<file path="config.mk">
export PLATFORM = sky130hd
export DESIGN_NAME = tdm_demux
export DESIGN_NICKNAME = d
export VERILOG_FILES = /design/src/rtl/tdm_demux.sv
export SDC_FILE = /design/constraint.sdc
export NUM_CORES = 1
export LEC_CHECK = 0
export CAP_MARGIN = 5
export CORE_UTILIZATION = 40
export DETAILED_ROUTE_END_ITERATION = 8
export PLACE_DENSITY = 0.66
export SLEW_MARGIN = 20
export SYNTH_ARGS = -nofsm -noshare
export SYNTH_HDL_FRONTEND = slang
export SYNTH_SLANG_ARGS = --single-unit
</file>
<file path="constraint.sdc">
create_clock -name clk -period 3 [get_ports clk]
set_clock_uncertainty 0.05 [all_clocks]
set_input_delay 0.75 -clock clk [delete_from_list [all_inputs] [get_ports clk]]
set_output_delay 0.75 -clock clk [all_outputs]
set_load 0.02 [all_outputs]
</file>
<file path="src/rtl/tdm_demux.sv">
// tdm_demux: receive side of the serial TDM lane.
// Tracks the channel index of each valid beat, collects one frame into a
// staging register and publishes it on dout in a single update once the last
// channel arrives. Alignment comes from frame_sync on channel 0; any sync
// violation is flagged with a one-cycle sync_err pulse and then recovered.
module tdm_demux #(
  parameter int  CHANNELS = 4,
  parameter int  WIDTH    = 1,
  localparam int SEL_W    = $clog2(CHANNELS)
) (
  input  logic                      clk,
  input  logic                      rst,
  input  logic [WIDTH-1:0]          din,
  input  logic                      din_valid,
  input  logic                      frame_sync,
  output logic [SEL_W-1:0]          sel,
  output logic [CHANNELS*WIDTH-1:0] dout,
  output logic                      dout_valid,
  output logic                      locked,
  output logic                      sync_err
);

  typedef enum logic {
    HUNT = 1'b0,
    RUN  = 1'b1
  } state_t;

  localparam logic [SEL_W-1:0] LAST_SEL = SEL_W'(CHANNELS - 1);
  localparam logic [SEL_W-1:0] ONE_SEL  = SEL_W'(1);

  state_t                          state_q;
  logic [SEL_W-1:0]                sel_q;
  // Channels 0..CHANNELS-2 wait here; the last channel goes straight to dout.
  logic [(CHANNELS-1)*WIDTH-1:0]   staging_q;
  logic [CHANNELS*WIDTH-1:0]       dout_q;
  logic                            dout_valid_q;
  logic                            sync_err_q;

  // Frame tracking FSM: only valid beats advance it; pulses last one cycle.
  always_ff @(posedge clk or posedge rst) begin
    if (rst) begin
      state_q      <= HUNT;
      sel_q        <= '0;
      staging_q    <= '0;
      dout_q       <= '0;
      dout_valid_q <= 1'b0;
      sync_err_q   <= 1'b0;
    end else begin
      dout_valid_q <= 1'b0;
      sync_err_q   <= 1'b0;
      if (din_valid) begin
        case (state_q)
          HUNT: begin
            // Unsynced beats are dropped silently while searching.
            if (frame_sync) begin
              staging_q[WIDTH-1:0] <= din;
              sel_q                <= ONE_SEL;
              state_q              <= RUN;
            end
          end
          RUN: begin
            if (frame_sync) begin
              // Sync always restarts the frame; off channel 0 it is an error
              // and the partial frame is abandoned without touching dout.
              if (sel_q != '0) begin
                sync_err_q <= 1'b1;
              end
              staging_q[WIDTH-1:0] <= din;
              sel_q                <= ONE_SEL;
            end else if (sel_q == '0) begin
              // Channel 0 without sync: alignment lost, go back to hunting.
              sync_err_q <= 1'b1;
              sel_q      <= '0;
              state_q    <= HUNT;
            end else if (sel_q == LAST_SEL) begin
              dout_q       <= {din, staging_q};
              dout_valid_q <= 1'b1;
              sel_q        <= '0;
            end else begin
              for (int i = 1; i < CHANNELS - 1; i++) begin
                if (sel_q == SEL_W'(i)) begin
                  staging_q[i*WIDTH +: WIDTH] <= din;
                end
              end
              sel_q <= sel_q + ONE_SEL;
            end
          end
          default: begin
            state_q <= HUNT;
            sel_q   <= '0;
          end
        endcase
      end
    end
  end

  assign sel        = sel_q;
  assign dout       = dout_q;
  assign dout_valid = dout_valid_q;
  assign locked     = (state_q == RUN);
  assign sync_err   = sync_err_q;

endmodule

</file>
---- Word level (Yosys, flattened, before mapping) ----
Cells that the tools add are included.
cells by class
  $add $sub $neg .......................... 1
  multiply operators ...................... 0
  div/mod/pow operators ................... 0
  $lt $le $gt $ge ......................... 0
  equal/unequal tests ..................... 4
  shifts and indexed selects .............. 0
  muxes and demuxes ....................... 20
  bitwise logic cells ..................... 4
  reductions and logical operators ........ 7
operators with widths
  kind                                           count
  two-way mux 1 bit                              14
  AND reduction 6 bit                            2
  two-way mux 2 bit                              4
  AND reduction 5 bit                            1
  == test 2 bit, second input constant           2
  inverter 1 bit                                 4
  one-hot mux 2 bit (2 select lines)             1
  AND reduction 2 bit                            2
  adder 2 x 1 -> 2 bit, second input constant    1
  == test 2 x 1 -> 1 bit, second input constant  1
  logical NOT 2 bit                              1
  inequality test 2 bit, second input constant   1
  one-hot mux 1 bit (2 select lines)             1
  nonzero test 2 bit                             1
word-level totals
  register bits after elaboration ......... 12
  bits in latches ......................... 0
  bits in writable memories ............... 0
  memory bits (read-only) ................. 0
  output and inout bits ................... 9
  word-level logic and storage cells ...... 44
  memories ................................ 0

---- Logic depth before layout (Yosys ltp) ----
Gate-level depths: netlist of run 1.
  depth after elaboration ................. 6
  mapped depth ............................ 6
  gate-level depth less buffers ........... 6

---- Worst setup path after synthesis of run 1 ----
No wires, ideal clock.
  path type ............................... flip-flop to flip-flop
  from .................................... reg sel_q[0] (netlist: sel[0])
  to ...................................... reg dout_q[0] (netlist: dout[0])
  arrival time ............................ 1.502 ns
  required time ........................... 2.825 ns
  slack ................................... 1.323 ns
  stages on the path, launching flop included .. 7
  buffers on the path ..................... 0
  cells stage by stage .................... dfrtp_1 -> inv_1 -> ha_1 -> inv_1 -> ha_1 -> nand4_1 -> mux2_2
between the ends
  cells in the longest elaborated chain, start to end .. 3
  elaborated cells on any way between the ends .. 4
RTL lines
  item                               RTL line  text
  from (decl)                        32        logic [SEL_W-1:0] sel_q;
  from (signal assigned)             85        sel_q <= sel_q + ONE_SEL;
  logical NOT 2 bit                  70        end else if (sel_q == '0) begin
  inverter 1 bit (no line)           --
  AND reduction 5 bit (no line) (*)  --
  to (signal assigned)               76        dout_q <= {din, staging_q};
  to (decl)                          35        logic [CHANNELS*WIDTH-1:0] dout_q;
Mark *: on every way between the ends. The rest lies on a longest branch, timed or not.
A chain may end at the register's enable or synchronous reset.

---- Final worst setup path of run 1 ----
  from .................................... reg state_q (netlist: locked)
  to ...................................... out locked
RTL lines
  item                    RTL line  text
  from (decl)             31        state_t state_q;
  from (signal assigned)  42        state_q <= HUNT;
  from (signal assigned)  58        state_q <= RUN;
  from (signal assigned)  74        state_q <= HUNT;
  to (decl)               19        output logic locked,
No word-level cell between the ends.

==> metrics.cfg, run 1 <==
[run_status]
outcome = completed

[drt]
avgViaCountPerCell = 4.85
drtIter0Drc = 6
wirelength_um = 992
drc = 0
vias = 393
antenna_left = 0
routedWlPerCell_um = 12.2
dr.pass1.iters = 4

[sta]
fin_crit_ns = 2.22
setup_viol = 0
hold_viol_final = 0
rsz0062_at_grt = false
slew_viol_final = 0
fin_setup_tns_ns = 0
tightestPinTransition_ns = 0.443
fmax_ghz = 0.450
period_share_pct = 74.0
slew_headroom_pct = 70.4
fin_ws_ns = 0.780

[synthesis]
yosysSeqAreaShare_pct = 49.2
synth.distinct_cells = 18
netlist_area_um2 = 611
syn-mean-instance-area_um2 = 12.0
synth_top_area_share_pct = 49.2
ys_ff_latch = 12
synth_top_cell_by_area = dfrtp_1
synth_compound_area_share_pct = 5.74
synth.area.mux_share_pct = 12.9
synth_cells = 51
synthAdderAreaFrac_pct = 16.4
synth_xor_area_share_pct = 0
synth_area_leaders = dfrtp_1 49%, ha_1 16%, mux2_2 9.2%, mux2_1 3.7%, inv_1 3.1%
yosys.area_share.simple_pct = 9.63
yosysWarnings = 0
syn-num-nets = 64
synth_top_family_by_area = adder cells

[setup_path]
cp_cell_sequence = clkdlybuf4s50_1
path_buf_inv = 1
worstSetupPathType = reg -> out
critPathCaptureType = primary output
start_kind = register
crit_fanout = 10
slowest_stage = clkdlybuf4s50_1
arrival_ns = 1.42
crit_family = buffers and inverters
worst_path_largest_cell_delay_ns = 0.65
worst_ep_required_time_ns = 2.20

[pwr]
ir_drop_mv = 0.526
leakagePower_uw = 0.000372
powerDensity_mw_per_mm2 = 870

[layout]
fin_util_pct = 56.9
antenna_cells = 0
nets = 80
final_cell_mix = 13 x clkdlybuf4s50_1, 12 x dfrtp_1, 8 x ha_1
final_area_um2 = 777
area_growth_pct = 27.3
multi_input_area_um2 = 273
layout_commonest_cell = clkdlybuf4s50_1
seq_area_um2 = 300
layout-drive-gt1-share_pct = 13.6
fillers = 139

[die]
die_width_um = 41.1
initial_utilization_pct = 44.7
dieHeight_um = 41.1
core_area_mm2 = 0.00137
num_rows = 13
ioPinCount = 14
dieArea_mm2 = 0.00169

[place]
hpwlAfterDp_um = 753
place_ws_ns = 0.676
place.port_buffers = 13
place_area_um2 = 741
gp_congestion = 0.845

[clock_tree]
post_cts_buffers = 0
cts-root-buf = clkbuf_4
cts.sinks = 12
cts_tree = done
clk_pin_slew_worst_paths_ns = 0.08
cts_hold_buffers = 0
ctsResizeCount = 0
cts_buffer_depth = 2
cts_made_buffers = 3
htree_levels = 1
clock_latency_ns = 0.27

[global_route]
grt_overflow = 0
grt_pass1_vias = 340
antenna_found_initial = 0
grt_pass1_wl_mm = 1.57
grt_max_degree = 13
track_usage_pct = 15.3

[run]
cap_violations = 0

[worst_hold_path]
hp-class = reg -> reg

-- flip-flops by register name, indices dropped and copies added, names as in the netlist --
| name | count |
|---|---|
| locked | 1 |
| sync_err | 1 |
| dout | 4 |
| staging_q | 3 |
| sel | 2 |
| dout_valid | 1 |
-- per-stage QoR --
stage,std cells,power (µW),hold WS [ns]
final,81,676,0.444
after global routing,81,729,0.473
after CTS,81,683,0.450
after detailed placement,77,555,0.434
after global placement,77,555,0.427
after floorplan,51,435,0.410
-- cell usage after synthesis (all sizes together) --
master,number
o21ai,2
nand4,1
buf,2
a31oi,1
inv,5
o2bb2ai,1
dfrtp,12
a21oi,2
nor2,2
and4b,1
nand2,4
nand3b,1
nand3,1
nor3b,1
mux2,7
ha,8
-- power by group --
group	leakage, µW	internal, µW	switching (µW)
clock	0.0000210	73.7	52.4
sequential	0.000149	220	48.0
combinational	0.000202	144	138
-- layout make-up --
class	count	area share, %
multi-input combinational	32	35.1
inverter	5	2.42
timing repair buffer	13	16.7
sequential	12	38.6
tap	15	2.42
clock buffer	4	4.67
-- logic make-up after synthesis --
family                   Yosys count
AND/OR/NAND/NOR                   11
adder cells (fa/ha/maj)            8
multiplexers                       7
flip-flops                        12
buffers and inverters              7
AO/OA/AOI/OAI                      6
-- final timing paths --
kind                       slack (ns)         start           end  cells after the start
min in group asynchronous        0.73           rst       dout[2]                      2
max reg2reg                      1.31        sel[1]       dout[0]                      6
min                              0.44  staging_q[1]  staging_q[1]                      1
max                              0.78        locked        locked                      1
min reg2reg                      0.44  staging_q[1]  staging_q[1]                      1
max in group asynchronous        1.86           rst       dout[0]                      2
-- layer usage --
metal  wire (µm)  GRT usage, %  part of all wire [%]  up-vias
li1            -             -                     -      203
met5           0             0                     0        -
met3          46          6.52                   4.6        2
met2         382          19.5                    39       10
met4           8          7.50                  0.81        0
met1         554          21.4                    56      178
Note: power is estimated with default switching activity, not from simulation.
==> inputs of run 2 (changes only) <==
--- a/config.mk
+++ b/config.mk
@@ -8,7 +8,7 @@
 export CAP_MARGIN = 5
 export CORE_UTILIZATION = 40
 export DETAILED_ROUTE_END_ITERATION = 8
-export PLACE_DENSITY = 0.66
+export PLACE_DENSITY = 0.69
 export SLEW_MARGIN = 20
 export SYNTH_ARGS = -nofsm -noshare
 export SYNTH_HDL_FRONTEND = slang
==> constraint.sdc (replaced) <==
create_clock -name clk -period 1.8 [get_ports clk]
set_clock_uncertainty 0.05 [all_clocks]
set_input_delay 0.45 -clock clk [delete_from_list [all_inputs] [get_ports clk]]
set_output_delay 0.45 -clock clk [all_outputs]
set_load 0.02 [all_outputs]
==> metrics.cfg, run 2 (synthesis gave the netlist of run 1 again) <==
[run_status]
outcome = completed

[sta]
setup_viol = 0  ; unchanged
fin_setup_tns_ns = 0  ; unchanged
period_share_pct = 95.9
slew_viol_final = 0  ; unchanged
tightestPinTransition_ns = 0.470  ; +0.0276 ns
fin_crit_ns = 1.73
fmax_ghz = 0.579
slew_headroom_pct = 68.6  ; -1.8 points
hold_viol_final = 0  ; unchanged
rsz0062_at_grt = false

[clock_tree]
cts_tree = done
htree_levels = 1  ; unchanged
clk_pin_slew_worst_paths_ns = 0.08  ; about the same
cts.sinks = 12  ; unchanged
cts_buffer_depth = 2  ; unchanged
cts_made_buffers = 3  ; unchanged
cts-root-buf = clkbuf_4
post_cts_buffers = 0  ; unchanged
clock_latency_ns = 0.28  ; about the same

[global_route]
track_usage_pct = 16.4  ; +1.1 points
grt_pass1_vias = 414  ; +22%
grt_pass1_wl_mm = 1.70  ; +7.9%
grt_use_met2_pct = 27.0  ; +7.4 points
grt_max_degree = 13  ; unchanged
gr-max-usage-layer = met2
grt_overflow = 0  ; unchanged
antenna_found_initial = 0  ; unchanged
use_met3_pct = 6.52  ; unchanged
grtUsageMet1_pct = 18.2  ; -3.2 points

[pwr]
totalPowerFinal_uw = 1180  ; +74%
ir_drop_mv = 0.723  ; +37%
leakagePower_uw = 0.000427  ; +15%
powerDensity_mw_per_mm2 = 1410  ; +63%

[setup_path]
cp_cell_sequence = clkdlybuf4s50_1
critPathCaptureType = primary output
crit_family = buffers and inverters
worst_ep_required_time_ns = 1.30  ; -0.90 ns
worst_path_largest_cell_delay_ns = 0.60  ; -0.05 ns
path_buf_inv = 1  ; unchanged
r2r_cells = 6  ; unchanged
arrival_ns = 1.23  ; -0.19 ns
slowest_stage = clkdlybuf4s50_1
path_depth = 1  ; unchanged
start_kind = register
crit_fanout = 2  ; -8
worstSetupPathType = reg -> out

[place]
gp_congestion = 0.691  ; -18%
hpwlAfterDp_um = 813  ; +8.0%
place.port_buffers = 13  ; unchanged
dp.cells = 84  ; +9.1%

[die]
core_area_mm2 = 0.00137  ; unchanged
die_width_um = 41.1  ; unchanged
num_rows = 13  ; unchanged
dieHeight_um = 41.1  ; unchanged
ioPinCount = 14  ; unchanged
dieArea_mm2 = 0.00169  ; unchanged
initial_utilization_pct = 44.7  ; unchanged

[layout]
final_cell_mix = 12 x dfrtp_1, 10 x clkdlybuf4s50_1, 8 x ha_1
layout-drive-gt1-share_pct = 21.9  ; +8.3 points
nets = 87  ; +8.8%
layout_commonest_cell = dfrtp_1
fillers = 115  ; -17%
antenna_cells = 0  ; unchanged
stdcell_count = 88  ; +8.6%
largest_reg_flops = 4  ; unchanged
area_growth_pct = 36.5

[drt]
vias = 440  ; +12%
dr.pass1.iters = 3  ; -1
drc = 0  ; unchanged
routedWlPerCell_um = 12.2  ; -0.25%
antenna_left = 0  ; unchanged
avgViaCountPerCell = 5.00  ; +3.1%
wirelength_mm = 1.08  ; +8.4%
drtIter0Drc = 2  ; -4

[worst_hold_path]
hp-class = in -> async

[run]
cap_violations = 0  ; unchanged

## run 2: cell type report
| class | instances | area [µm²] | share of cell area [%] |
|---|---|---|---|
| inverters | 5 | 18.8 | 2.25 |
| clock buffers | 4 | 36.3 | 4.35 |
| repair buffers | 20 | 186 | 22.4 |
| well taps | 15 | 18.8 | 2.25 |
| flip-flops and latches | 12 | 300 | 36.0 |
| multi-input cells | 32 | 273 | 32.7 |
## run 2: per-layer routing
metal / share of wire (%) / vias up
li1: - / 219
met1: 47 / 205
met2: 46 / 14
met3: 5.0 / 2
met4: 1.5 / 0
met5: 0 / -
## run 2: where the power goes
part	leakage (µW)	internal, µW	switching [µW]	total [µW]
Clock	0.0000210	123	99.0	222
Combinational	0.000257	271	262	532
Sequential	0.000149	366	57.7	424
## run 2: what timing repair did
action / in CTS / in global routing
gates resized for setup: 1 / 2
hold buffers: 0 / 0
pin swaps: 0 / 0
endpoints found under the setup margin: 1 / 2
## run 2: final timing paths
kind | endpoint | from | slack, ns
worst max-delay path | dout[1] | dout[1] | 0.07
worst min register to register | dout[3] | dout[3] | 0.46
worst min-delay path | staging_q[0] | rst | 0.43
worst max register to register | dout[0] | sel[1] | 0.12
min in group clk | dout[3] | dout[3] | 0.46
max in group asynchronous | sel[0] | rst | 0.95
## run 2: stage by stage
step	util, %	setup WS [ns]	hold WS, ns	instance area, µm²
finish	61.0	0.0730	0.429	833
global route	61.0	0.0142	0.488	833
CTS	60.6	0.0182	0.445	828
detailed placement	58.1	-0.129	0.447	793
global placement	58.1	-0.0877	0.432	793
floorplan	-	0.123	0.265	611
==> inputs of run 3 (changes only) <==
--- a/config.mk
+++ b/config.mk
@@ -6,9 +6,11 @@
 export NUM_CORES = 1
 export LEC_CHECK = 0
 export CAP_MARGIN = 5
+export CORE_MARGIN = 2
 export CORE_UTILIZATION = 40
 export DETAILED_ROUTE_END_ITERATION = 8
 export PLACE_DENSITY = 0.69
+export RECOVER_POWER = 50
 export SLEW_MARGIN = 20
 export SYNTH_ARGS = -nofsm -noshare
 export SYNTH_HDL_FRONTEND = slang
==> metrics.cfg, run 3 (synthesis gave the netlist of run 1 again) <==
[drt]
dr.pass1.iters = 3  ; unchanged
avgViaCountPerCell = 4.93  ; -1.4%
wirelength_mm = 1.03  ; -3.8%
vias = 424  ; -3.6%
drtIter0Drc = 5  ; +3
drc = 0  ; unchanged
antenna_left = 0  ; unchanged
routedWlPerCell_um = 12.0  ; -1.6%

[clock_tree]
cts_made_buffers = 3  ; unchanged
clock_latency_ns = 0.26  ; -0.02 ns
cts.sinks = 12  ; unchanged
htree_levels = 1  ; unchanged
clk_pin_slew_worst_paths_ns = 0.07  ; about the same
cts_buffer_depth = 2  ; unchanged
cts_tree = done
cts-root-buf = clkbuf_4
cts_hold_buffers = 0  ; unchanged
post_cts_buffers = 0  ; unchanged

[sta]
fmax_ghz = 0.573  ; -0.98%
period_share_pct = 96.9  ; +0.95 points
slew_viol_final = 0  ; unchanged
tightestPinTransition_ns = 0.448  ; -0.0227 ns
hold_viol_final = 0  ; unchanged
setup_viol = 0  ; unchanged
fin_ws_ns = 0.0560  ; -0.0170 ns
fin_setup_tns_ns = 0  ; unchanged
slew_headroom_pct = 70.1  ; +1.5 points
rsz0062_at_grt = false
fin_crit_ns = 1.74  ; +0.0170 ns

[die]
dieHeight_um = 43.1  ; +4.9%
dieArea_mm2 = 0.00186  ; +10%
initial_utilization_pct = 41.5  ; -3.2 points
num_rows = 14  ; +1
die_width_um = 43.1  ; +4.9%
core_area_mm2 = 0.00147  ; +7.7%
ioPinCount = 14  ; unchanged

[place]
dp.cells = 83  ; -1.2%
hpwlAfterDp_um = 811  ; -0.17%
place_ws_ns = -0.118  ; +0.0118 ns
gp_congestion = 0.713  ; +3.2%
place.port_buffers = 13  ; unchanged

[pwr]
powerDensity_mw_per_mm2 = 1380  ; -2.7%
p_sw_share_pct = 36.3  ; +0.78 points
switchingPower_uw = 396  ; -5.2%
totalPowerFinal_uw = 1090  ; -7.2%
ir_drop_mv = 0.666  ; -7.8%
leakagePower_uw = 0.000383  ; -10%
power_frac_seq_pct = 39.3  ; +3.3 points
p_int_uw = 696  ; -8.3%
p_clk_share_pct = 14.5  ; -4.4 points
combPwrFrac_pct = 46.2  ; +1.0 points

[setup_path]
crit_fanout = 3  ; +1
worst_ep_required_time_ns = 1.30  ; about the same
start_kind = register
path_depth = 1  ; unchanged
critPathCaptureType = primary output
worstSetupPathType = reg -> out
r2r_cells = 6  ; unchanged
arrival_ns = 1.24  ; about the same
cp_cell_sequence = clkdlybuf4s50_1
crit_family = buffers and inverters
path_buf_inv = 1  ; unchanged
worst_path_largest_cell_delay_ns = 0.61  ; about the same
slowest_stage = clkdlybuf4s50_1

[layout]
fin_util_pct = 54.0  ; -7.0 points
final_cell_mix = 11 x dfrtp_1, 9 x clkdlybuf4s50_1, 8 x ha_1
largest_reg_flops = 4  ; unchanged
stdcell_count = 86  ; -2.3%
layout_commonest_cell = dfrtp_1
nets = 85  ; -2.3%
layout-drive-gt1-share_pct = 17.1  ; -4.8 points
area_growth_pct = 30.1
antenna_cells = 0  ; unchanged

[global_route]
grt_pass1_wl_mm = 1.88  ; +11%
grt_pass1_vias = 433  ; +4.6%
track_usage_pct = 14.2  ; -2.2 points
grt_overflow = 0  ; unchanged
grt_max_degree = 13  ; unchanged
antenna_found_initial = 0  ; unchanged

[worst_hold_path]
hold_depth = 1
hp-class = reg -> reg

[run]
cap_violations = 0  ; unchanged

[run_status]
outcome = completed

[run 3: worst paths after layout]
path	startpoint	slack, ns	endpoint
min in group asynchronous	rst	0.58	dout[3]
worst max register to register	sel[1]	0.14	dout[1]
worst min register to register	staging_q[2]	0.45	staging_q[2]
worst max-delay path	sel[0]	0.06	sel[0]
max in group asynchronous	rst	0.79	sel[1]
worst min-delay path	staging_q[2]	0.45	staging_q[2]
[run 3: power by group through the flow]
stage	clock [µW]	combinational [µW]	sequential [µW]
6_report	159	505	429
5_1_grt	177	560	447
4_1_cts	165	514	430
3_5_place_dp	0	520	435
3_3_place_gp	0	510	431
2_1_floorplan	0	204	520
[run 3: per-stage QoR]
stage,hold WS (ns),instance area [µm²]
5_1_grt,0.471,795
3_3_place_gp,0.437,779
6_report,0.448,795
2_1_floorplan,0.265,611
3_5_place_dp,0.436,779
4_1_cts,0.451,801
[run 3: layout make-up]
| cell class | instances | area (µm²) |
|---|---|---|
| Timing Repair Buffer | 18 | 159 |
| Clock buffer | 3 | 22.5 |
| Inverter | 5 | 18.8 |
| Tap cell | 16 | 20.0 |
| Fill cell | 137 | 677 |
| Sequential cell | 12 | 302 |
| Multi-Input combinational cell | 32 | 273 |
[run 3: repair_timing]
item	CTS	global route
setup endpoints to repair	1	4
pin swaps	0	1
gates resized for setup	1	1
[run 3: layer usage]
metal | track usage, % | vias to the layer above | share of wire [%]
met5 | 0 | - | 0
met4 | 7.27 | 0 | 0
met3 | 3.83 | 0 | 4.6
met2 | 21.2 | 10 | 47
met1 | 18.8 | 201 | 48
li1 | - | 213 | -
